--- src/rtl/memory_bus_write_sequencer_pkg.sv ---
// Shared encodings, control-register addresses and the write-port record for the
// memory bus write sequencer.
package memory_bus_write_sequencer_pkg;

  localparam logic [1:0] BRAM_SELECT_CONTROLLER = 2'h0;
  localparam logic [1:0] BRAM_SELECT_MOD        = 2'h1;
  localparam logic [1:0] BRAM_SELECT_PWE        = 2'h2;
  localparam logic [1:0] BRAM_SELECT_STM        = 2'h3;

  localparam logic [13:0] ADDR_MOD_MEM_WR_SEGMENT = 14'h0020;
  localparam logic [13:0] ADDR_STM_MEM_WR_SEGMENT = 14'h0021;
  localparam logic [13:0] ADDR_STM_MEM_WR_PAGE    = 14'h0022;

  typedef struct packed {
    logic        we;
    logic [13:0] addr;
    logic [15:0] din;
  } bram_wr_t;

  typedef enum logic [1:0] {
    ST_IDLE   = 2'd0,
    ST_COMMIT = 2'd1,
    ST_HOLD   = 2'd2
  } wr_state_e;

  function automatic bram_wr_t make_wr(input logic we, input logic [13:0] addr,
                                       input logic [15:0] din);
    bram_wr_t w;
    w.we   = we;
    w.addr = addr;
    w.din  = din;
    return w;
  endfunction

endpackage

--- src/rtl/memory_bus_write_detect.sv ---
// Registers the CPU bus once and turns each EN&WE assertion into a single commit
// cycle carrying the captured select, address and data.
//   state     | meaning
//   ST_IDLE   | waiting for a fresh EN&WE assertion
//   ST_COMMIT | one cycle; captured write is presented downstream
//   ST_HOLD   | write done; waiting for EN or WE to drop
module memory_bus_write_detect
  import memory_bus_write_sequencer_pkg::*;
(
  input  logic        clk,
  input  logic        rst_n,
  input  logic        en,
  input  logic        we,
  input  logic [1:0]  sel,
  input  logic [13:0] addr,
  input  logic [15:0] din,
  output logic [1:0]  commit_sel,
  output bram_wr_t    commit_wr
);

  wr_state_e   state_q, state_d;
  logic        en_q, we_q;
  logic [1:0]  sel_q, cap_sel_q;
  logic [13:0] addr_q, cap_addr_q;
  logic [15:0] din_q, cap_din_q;
  logic        armed_q, armed_d;
  logic        wr_q;
  logic        capture;

  assign wr_q = en_q & we_q;

  always_ff @(posedge clk or negedge rst_n) begin
    if (!rst_n) begin
      en_q       <= 1'b0;
      we_q       <= 1'b0;
      sel_q      <= '0;
      addr_q     <= '0;
      din_q      <= '0;
      cap_sel_q  <= '0;
      cap_addr_q <= '0;
      cap_din_q  <= '0;
      armed_q    <= 1'b0;
      state_q    <= ST_IDLE;
    end else begin
      en_q    <= en;
      we_q    <= we;
      sel_q   <= sel;
      addr_q  <= addr;
      din_q   <= din;
      armed_q <= armed_d;
      state_q <= state_d;
      if (capture) begin
        cap_sel_q  <= sel_q;
        cap_addr_q <= addr_q;
        cap_din_q  <= din_q;
      end
    end
  end

  // Re-arming needs the raw bus seen idle, so a write held across reset is not replayed.
  always_comb begin
    state_d = state_q;
    armed_d = armed_q | ~(en & we);
    capture = 1'b0;
    case (state_q)
      ST_IDLE: begin
        if (wr_q && armed_q) begin
          state_d = ST_COMMIT;
          armed_d = ~(en & we);
          capture = 1'b1;
        end
      end
      ST_COMMIT: state_d = ST_HOLD;
      ST_HOLD: begin
        if (!wr_q) state_d = ST_IDLE;
      end
      default: state_d = ST_IDLE;
    endcase
  end

  assign commit_sel = cap_sel_q;
  assign commit_wr  = make_wr(state_q == ST_COMMIT, cap_addr_q, cap_din_q);

endmodule

--- src/rtl/memory_bus_write_sequencer.sv ---
// CPU bus to BRAM write-port sequencer: segment/page shadows, target decode and
// controller-port arbitration. Optional range check: MEM_BUS_ADDR_CHECK_EN.
module memory_bus_write_sequencer
  import memory_bus_write_sequencer_pkg::*;
#(
  parameter int STM_PAGE_W = 4,
  parameter int PWE_DEPTH  = 128,
  parameter int MOD_DEPTH  = 16384
) (
  input  logic                    BUS_CLK,
  input  logic                    RST_N,
  input  logic                    EN,
  input  logic                    WE,
  input  logic [1:0]              BRAM_SELECT,
  input  logic [13:0]             BRAM_ADDR,
  input  logic [15:0]             DATA_IN,
  input  logic                    INT_REQ,
  input  logic [13:0]             INT_ADDR,
  input  logic [15:0]             INT_DATA,
  output logic                    INT_GNT,
  output logic                    CNT_WE,
  output logic [13:0]             CNT_ADDR,
  output logic [15:0]             CNT_DIN,
  output logic                    MOD_WE,
  output logic [$clog2(MOD_DEPTH):0] MOD_ADDR,
  output logic [15:0]             MOD_DIN,
  output logic                    STM_WE,
  output logic [14+STM_PAGE_W:0]  STM_ADDR,
  output logic [15:0]             STM_DIN,
  output logic                    PWE_WE,
  output logic [$clog2(PWE_DEPTH)-1:0] PWE_ADDR,
  output logic [15:0]             PWE_DIN,
  output logic                    ADDR_ERR
);

  localparam int MOD_AW = $clog2(MOD_DEPTH);
  localparam int PWE_AW = $clog2(PWE_DEPTH);

  logic [1:0]              c_sel;
  bram_wr_t                c_wr;
  bram_wr_t                cnt_q;
  logic                    int_gnt_q;
  logic                    mod_we_q, stm_we_q, pwe_we_q;
  logic [MOD_AW:0]         mod_addr_q;
  logic [14+STM_PAGE_W:0]  stm_addr_q;
  logic [PWE_AW-1:0]       pwe_addr_q;
  logic [15:0]             mod_din_q, stm_din_q, pwe_din_q;
  logic                    mod_seg_q, stm_seg_q;
  logic [STM_PAGE_W-1:0]   stm_page_q;
  logic                    bus_cnt, int_take;
  logic                    pwe_oob, mod_oob;

  memory_bus_write_detect u_detect (
    .clk        (BUS_CLK),
    .rst_n      (RST_N),
    .en         (EN),
    .we         (WE),
    .sel        (BRAM_SELECT),
    .addr       (BRAM_ADDR),
    .din        (DATA_IN),
    .commit_sel (c_sel),
    .commit_wr  (c_wr)
  );

`ifdef MEM_BUS_ADDR_CHECK_EN
  assign pwe_oob = 32'(c_wr.addr) >= PWE_DEPTH;
  assign mod_oob = 32'(c_wr.addr) >= MOD_DEPTH;
`else
  assign pwe_oob = 1'b0;
  assign mod_oob = 1'b0;
`endif

  // Bus owns the controller port on its commit cycle; the internal requester
  // is skipped on the grant cycle so a held request is not granted twice.
  assign bus_cnt  = c_wr.we && (c_sel == BRAM_SELECT_CONTROLLER);
  assign int_take = INT_REQ && !int_gnt_q && !bus_cnt;

  always_ff @(posedge BUS_CLK or negedge RST_N) begin
    if (!RST_N) begin
      cnt_q     <= '0;
      int_gnt_q <= 1'b0;
    end else begin
      cnt_q.we  <= 1'b0;
      int_gnt_q <= 1'b0;
      if (bus_cnt) begin
        cnt_q <= c_wr;
      end else if (int_take) begin
        cnt_q     <= make_wr(1'b1, INT_ADDR, INT_DATA);
        int_gnt_q <= 1'b1;
      end
    end
  end

  always_ff @(posedge BUS_CLK or negedge RST_N) begin
    if (!RST_N) begin
      mod_we_q   <= 1'b0;
      stm_we_q   <= 1'b0;
      pwe_we_q   <= 1'b0;
      mod_addr_q <= '0;
      stm_addr_q <= '0;
      pwe_addr_q <= '0;
      mod_din_q  <= '0;
      stm_din_q  <= '0;
      pwe_din_q  <= '0;
      mod_seg_q  <= 1'b0;
      stm_seg_q  <= 1'b0;
      stm_page_q <= '0;
    end else begin
      mod_we_q <= 1'b0;
      stm_we_q <= 1'b0;
      pwe_we_q <= 1'b0;
      if (c_wr.we) begin
        case (c_sel)
          BRAM_SELECT_MOD: begin
            if (!mod_oob) begin
              mod_we_q   <= 1'b1;
              mod_addr_q <= {mod_seg_q, c_wr.addr[MOD_AW-1:0]};
              mod_din_q  <= c_wr.din;
            end
          end
          BRAM_SELECT_STM: begin
            stm_we_q   <= 1'b1;
            stm_addr_q <= {stm_seg_q, stm_page_q, c_wr.addr};
            stm_din_q  <= c_wr.din;
          end
          BRAM_SELECT_PWE: begin
            if (!pwe_oob) begin
              pwe_we_q   <= 1'b1;
              pwe_addr_q <= c_wr.addr[PWE_AW-1:0];
              pwe_din_q  <= c_wr.din;
            end
          end
          default: begin
            if (c_wr.addr == ADDR_MOD_MEM_WR_SEGMENT) mod_seg_q  <= c_wr.din[0];
            if (c_wr.addr == ADDR_STM_MEM_WR_SEGMENT) stm_seg_q  <= c_wr.din[0];
            if (c_wr.addr == ADDR_STM_MEM_WR_PAGE)    stm_page_q <= c_wr.din[STM_PAGE_W-1:0];
          end
        endcase
      end
    end
  end

`ifdef MEM_BUS_ADDR_CHECK_EN
  logic addr_err_q;
  always_ff @(posedge BUS_CLK or negedge RST_N) begin
    if (!RST_N) begin
      addr_err_q <= 1'b0;
    end else if (c_wr.we && (((c_sel == BRAM_SELECT_PWE) && pwe_oob) ||
                             ((c_sel == BRAM_SELECT_MOD) && mod_oob))) begin
      addr_err_q <= 1'b1;
    end
  end
  assign ADDR_ERR = addr_err_q;
`else
  assign ADDR_ERR = 1'b0;
`endif

  assign INT_GNT  = int_gnt_q;
  assign CNT_WE   = cnt_q.we;
  assign CNT_ADDR = cnt_q.addr;
  assign CNT_DIN  = cnt_q.din;
  assign MOD_WE   = mod_we_q;
  assign MOD_ADDR = mod_addr_q;
  assign MOD_DIN  = mod_din_q;
  assign STM_WE   = stm_we_q;
  assign STM_ADDR = stm_addr_q;
  assign STM_DIN  = stm_din_q;
  assign PWE_WE   = pwe_we_q;
  assign PWE_ADDR = pwe_addr_q;
  assign PWE_DIN  = pwe_din_q;

endmodule

--- config.mk ---
export PLATFORM = sky130hd
export DESIGN_NAME = memory_bus_write_sequencer
export DESIGN_NICKNAME = d
export VERILOG_FILES = /design/src/rtl/memory_bus_write_sequencer_pkg.sv /design/src/rtl/memory_bus_write_detect.sv /design/src/rtl/memory_bus_write_sequencer.sv
export SDC_FILE = /design/constraint.sdc
export NUM_CORES = 1
export LEC_CHECK = 0
export ABC_AREA = 0
export CAP_MARGIN = 5
export CORE_ASPECT_RATIO = 0.6
export CORE_MARGIN = 1.5
export CORE_UTILIZATION = 48
export DETAILED_ROUTE_END_ITERATION = 12
export GPL_TIMING_DRIVEN = 1
export PLACE_DENSITY = 0.79
export RECOVER_POWER = 50
export SLEW_MARGIN = 10
export SYNTH_ARGS = -nofsm -noshare
export SYNTH_HDL_FRONTEND = slang
export SYNTH_HIERARCHICAL = 1
export SYNTH_SLANG_ARGS = --single-unit
--- constraint.sdc ---
create_clock -name BUS_CLK -period 2.3 [get_ports BUS_CLK]
set_clock_uncertainty 0.15 [all_clocks]
set_input_delay 0.575 -clock BUS_CLK [delete_from_list [all_inputs] [get_ports BUS_CLK]]
set_output_delay 0.575 -clock BUS_CLK [all_outputs]
set_load 0.1 [all_outputs]
==> summary.txt <==
drc violations: 0
f_max: 493 MHz
CP endpoint kind: flip-flop
Worst-Margin Slew: 0.940 ns
post-synth top area cell: dfrtp_1
most frequent cells in the layout: dfrtp_1 (199), nand2_1 (132), buf_4 (132)
Slew Viols, Final: 0
Rows: 34
TritonCTS clock tree: built
mean number of vias per cell: 5.14
die width: 162 um
CTS clk-pin slew, worst paths: 0.07 ns
routed len/inst: 19.0 um
boundary pin count: 192
critical path type: flip-flop to flip-flop
Synth cell types: 29
die height: 98.5 um
Yosys reg bits: 199
most common cell after layout, fill and taps aside: dfrtp_1
Final Cycle Share: 88.1%
Hold Crit Class: flip-flop to flip-flop
minimum clock period: 2.03 ns
initial antenna violation count: 0
Placer Congestion: 0.805
Syn Area/Cell: 13.6 um2
final setup vio count: 0
Pre-antenna DRT Iters: 4
Max Fanout on Critical Path: 4
Iter 0 DRT Violations: 297
final layout net count: 808
relative slew slack: 37.3%
DP HPWL: 12900 um
postcts setup bufs: 0
CTS Root Cell: clkbuf_16
post-route cell area: 9760 um2
RSZ-0062 raised after global routing: false
Syn. warnings: 6
CTS Sinks: 199
DRT Wirelength: 18100 um
sequential area share after synthesis: 68.3%
Post-Syn Nets: 603
Synth area leaders: dfrtp_1 (68%), mux2_2 (14%), nand2_1 (6.8%)
H-tree depth: 4
first-pass GRT wire length: 28800 um
reg2reg setup slack: 0.27 ns
Clock Path Buffers: 2
synthesis-to-layout area growth: 33.8%
final global-route overflow total: 0
Initial Util: 49.7%
vias in the first global route: 5304
max cap viols: 0
Final Hold Fails: 0
Placed Area: 9230 um2
Setup Total Neg Slack: 0 ns
Global Route Usage Sum: 24.1%
port bufs: 190
Worst Setup Start Kind: flip-flop
Clock Latency Late Sink: 0.42 ns
Syn Inst Count: 536
Antenna Nets Post-Route: 0
core region area: 14700 um2
Ant. Diodes: 0
crit path DAT: 2.18 ns
vias post-DR: 4892
status: completed
Yosys top cell area share: 68.3%
share of layout cells above drive strength 1: 36.1%
synthesized cell area: 7290 um2
largest net degree at the start of global routing: 54
CP required: 2.45 ns
DIE AREA: 16000 um2
total CTS buffers: 17
## worst max-delay path: stages (launching register included)
cell	delay, ns
dfrtp_1	0.37
nor2b_1	0.21
nor3b_4	0.29
nand4_1	0.21
nor2_2	0.30
mux2_2	0.38
## flip-flops by register name, summed over array words and instances (netlist names), 2 cells and up
name / cells
STM_ADDR: 19
STM_DIN: 16
u_detect/commit_sel: 2
PWE_DIN: 16
PWE_ADDR: 7
MOD_DIN: 16
MOD_ADDR: 15
u_detect/cap_din_q: 16
u_detect/sel_q: 2
u_detect/cap_addr_q: 14
stm_page_q: 4
u_detect/din_q: 16
CNT_DIN: 16
u_detect/addr_q: 14
u_detect/state_q: 2
CNT_ADDR: 14
## timing repair
item                                   CTS  global route
hold buffers                             1             0
endpoints found under the hold margin   32             0
setup endpoints to repair                0             2
gates resized for setup                  0             1
## cell usage after synthesis
library cell / number
o211ai_1: 1
nor4b_1: 1
nand2b_1: 2
nor3_1: 2
mux2_2: 92
nor2_2: 1
conb_1: 1
dfrtp_1: 199
nand3_1: 1
a21o_1: 1
nor3b_4: 1
nand4_1: 1
buf_2: 9
clkbuf_1: 10
nor4_1: 1
inv_1: 2
buf_6: 3
nand3b_1: 2
o21ai_0: 30
nor3b_1: 1
nand2_1: 132
nor2_1: 4
mux2_1: 2
nor4_4: 1
mux2i_1: 30
buf_1: 1
nor2b_1: 1
clkinv_1: 2
buf_4: 2
## logic make-up (layout without fill, tap and decap cells)
group / after synthesis / after routing / share of synthesized area, %
other cells: 1 / 1 / 0.0514
flops: 199 / 199 / 68.3
mux: 124 / 124 / 18.6
simple gates: 151 / 151 / 8.70
compound gates: 32 / 32 / 2.26
buf+inv: 29 / 247 / 2.06
## routing by layer
| metal | GRT usage (%) | wire, um | vias to the layer above |
|---|---|---|---|
| li1 | - | - | 2217 |
| met4 | 7.41 | 232 | 0 |
| met2 | 38.2 | 8420 | 161 |
| met3 | 6.06 | 1230 | 19 |
| met5 | 0 | 0 | - |
| met1 | 33.3 | 8220 | 2495 |
## final timing paths
| kind | depth (start not counted) | start | endpoint |
|---|---|---|---|
| setup / recovery | 5 | u_detect/state_q[0] | stm_page_q[0] |
| hold / removal | 1 | u_detect/din_q[3] | u_detect/cap_din_q[3] |
| setup reg to reg | 5 | u_detect/state_q[0] | stm_page_q[0] |
| hold reg to reg | 1 | u_detect/din_q[3] | u_detect/cap_din_q[3] |
| max in group asynchronous | 3 | RST_N | u_detect/cap_addr_q[2] |
| min in group asynchronous | 2 | RST_N | MOD_ADDR[5] |
## cell type report
type,instances,area (um2)
clock buffers,18,429
inverters,4,15.0
clock inverters,14,134
multi-input cells,308,2160
fillers,1114,4920
flip-flops and latches,199,4980
repair buffers,211,1790
well taps,198,248
## per-stage QoR
step,std cells,util [%],setup slack (ns),hold slack (ns)
floorplan,536,-,0.185,0.129
global placement,919,62.9,0.258,0.291
detailed placement,919,62.9,0.158,0.303
CTS,952,66.8,0.140,0.330
global route,952,66.5,0.0860,0.343
finish,952,66.5,0.273,0.327
Power is not shown: default switching activity piles up to over one toggle a cycle in this logic, so the estimate is an artifact.
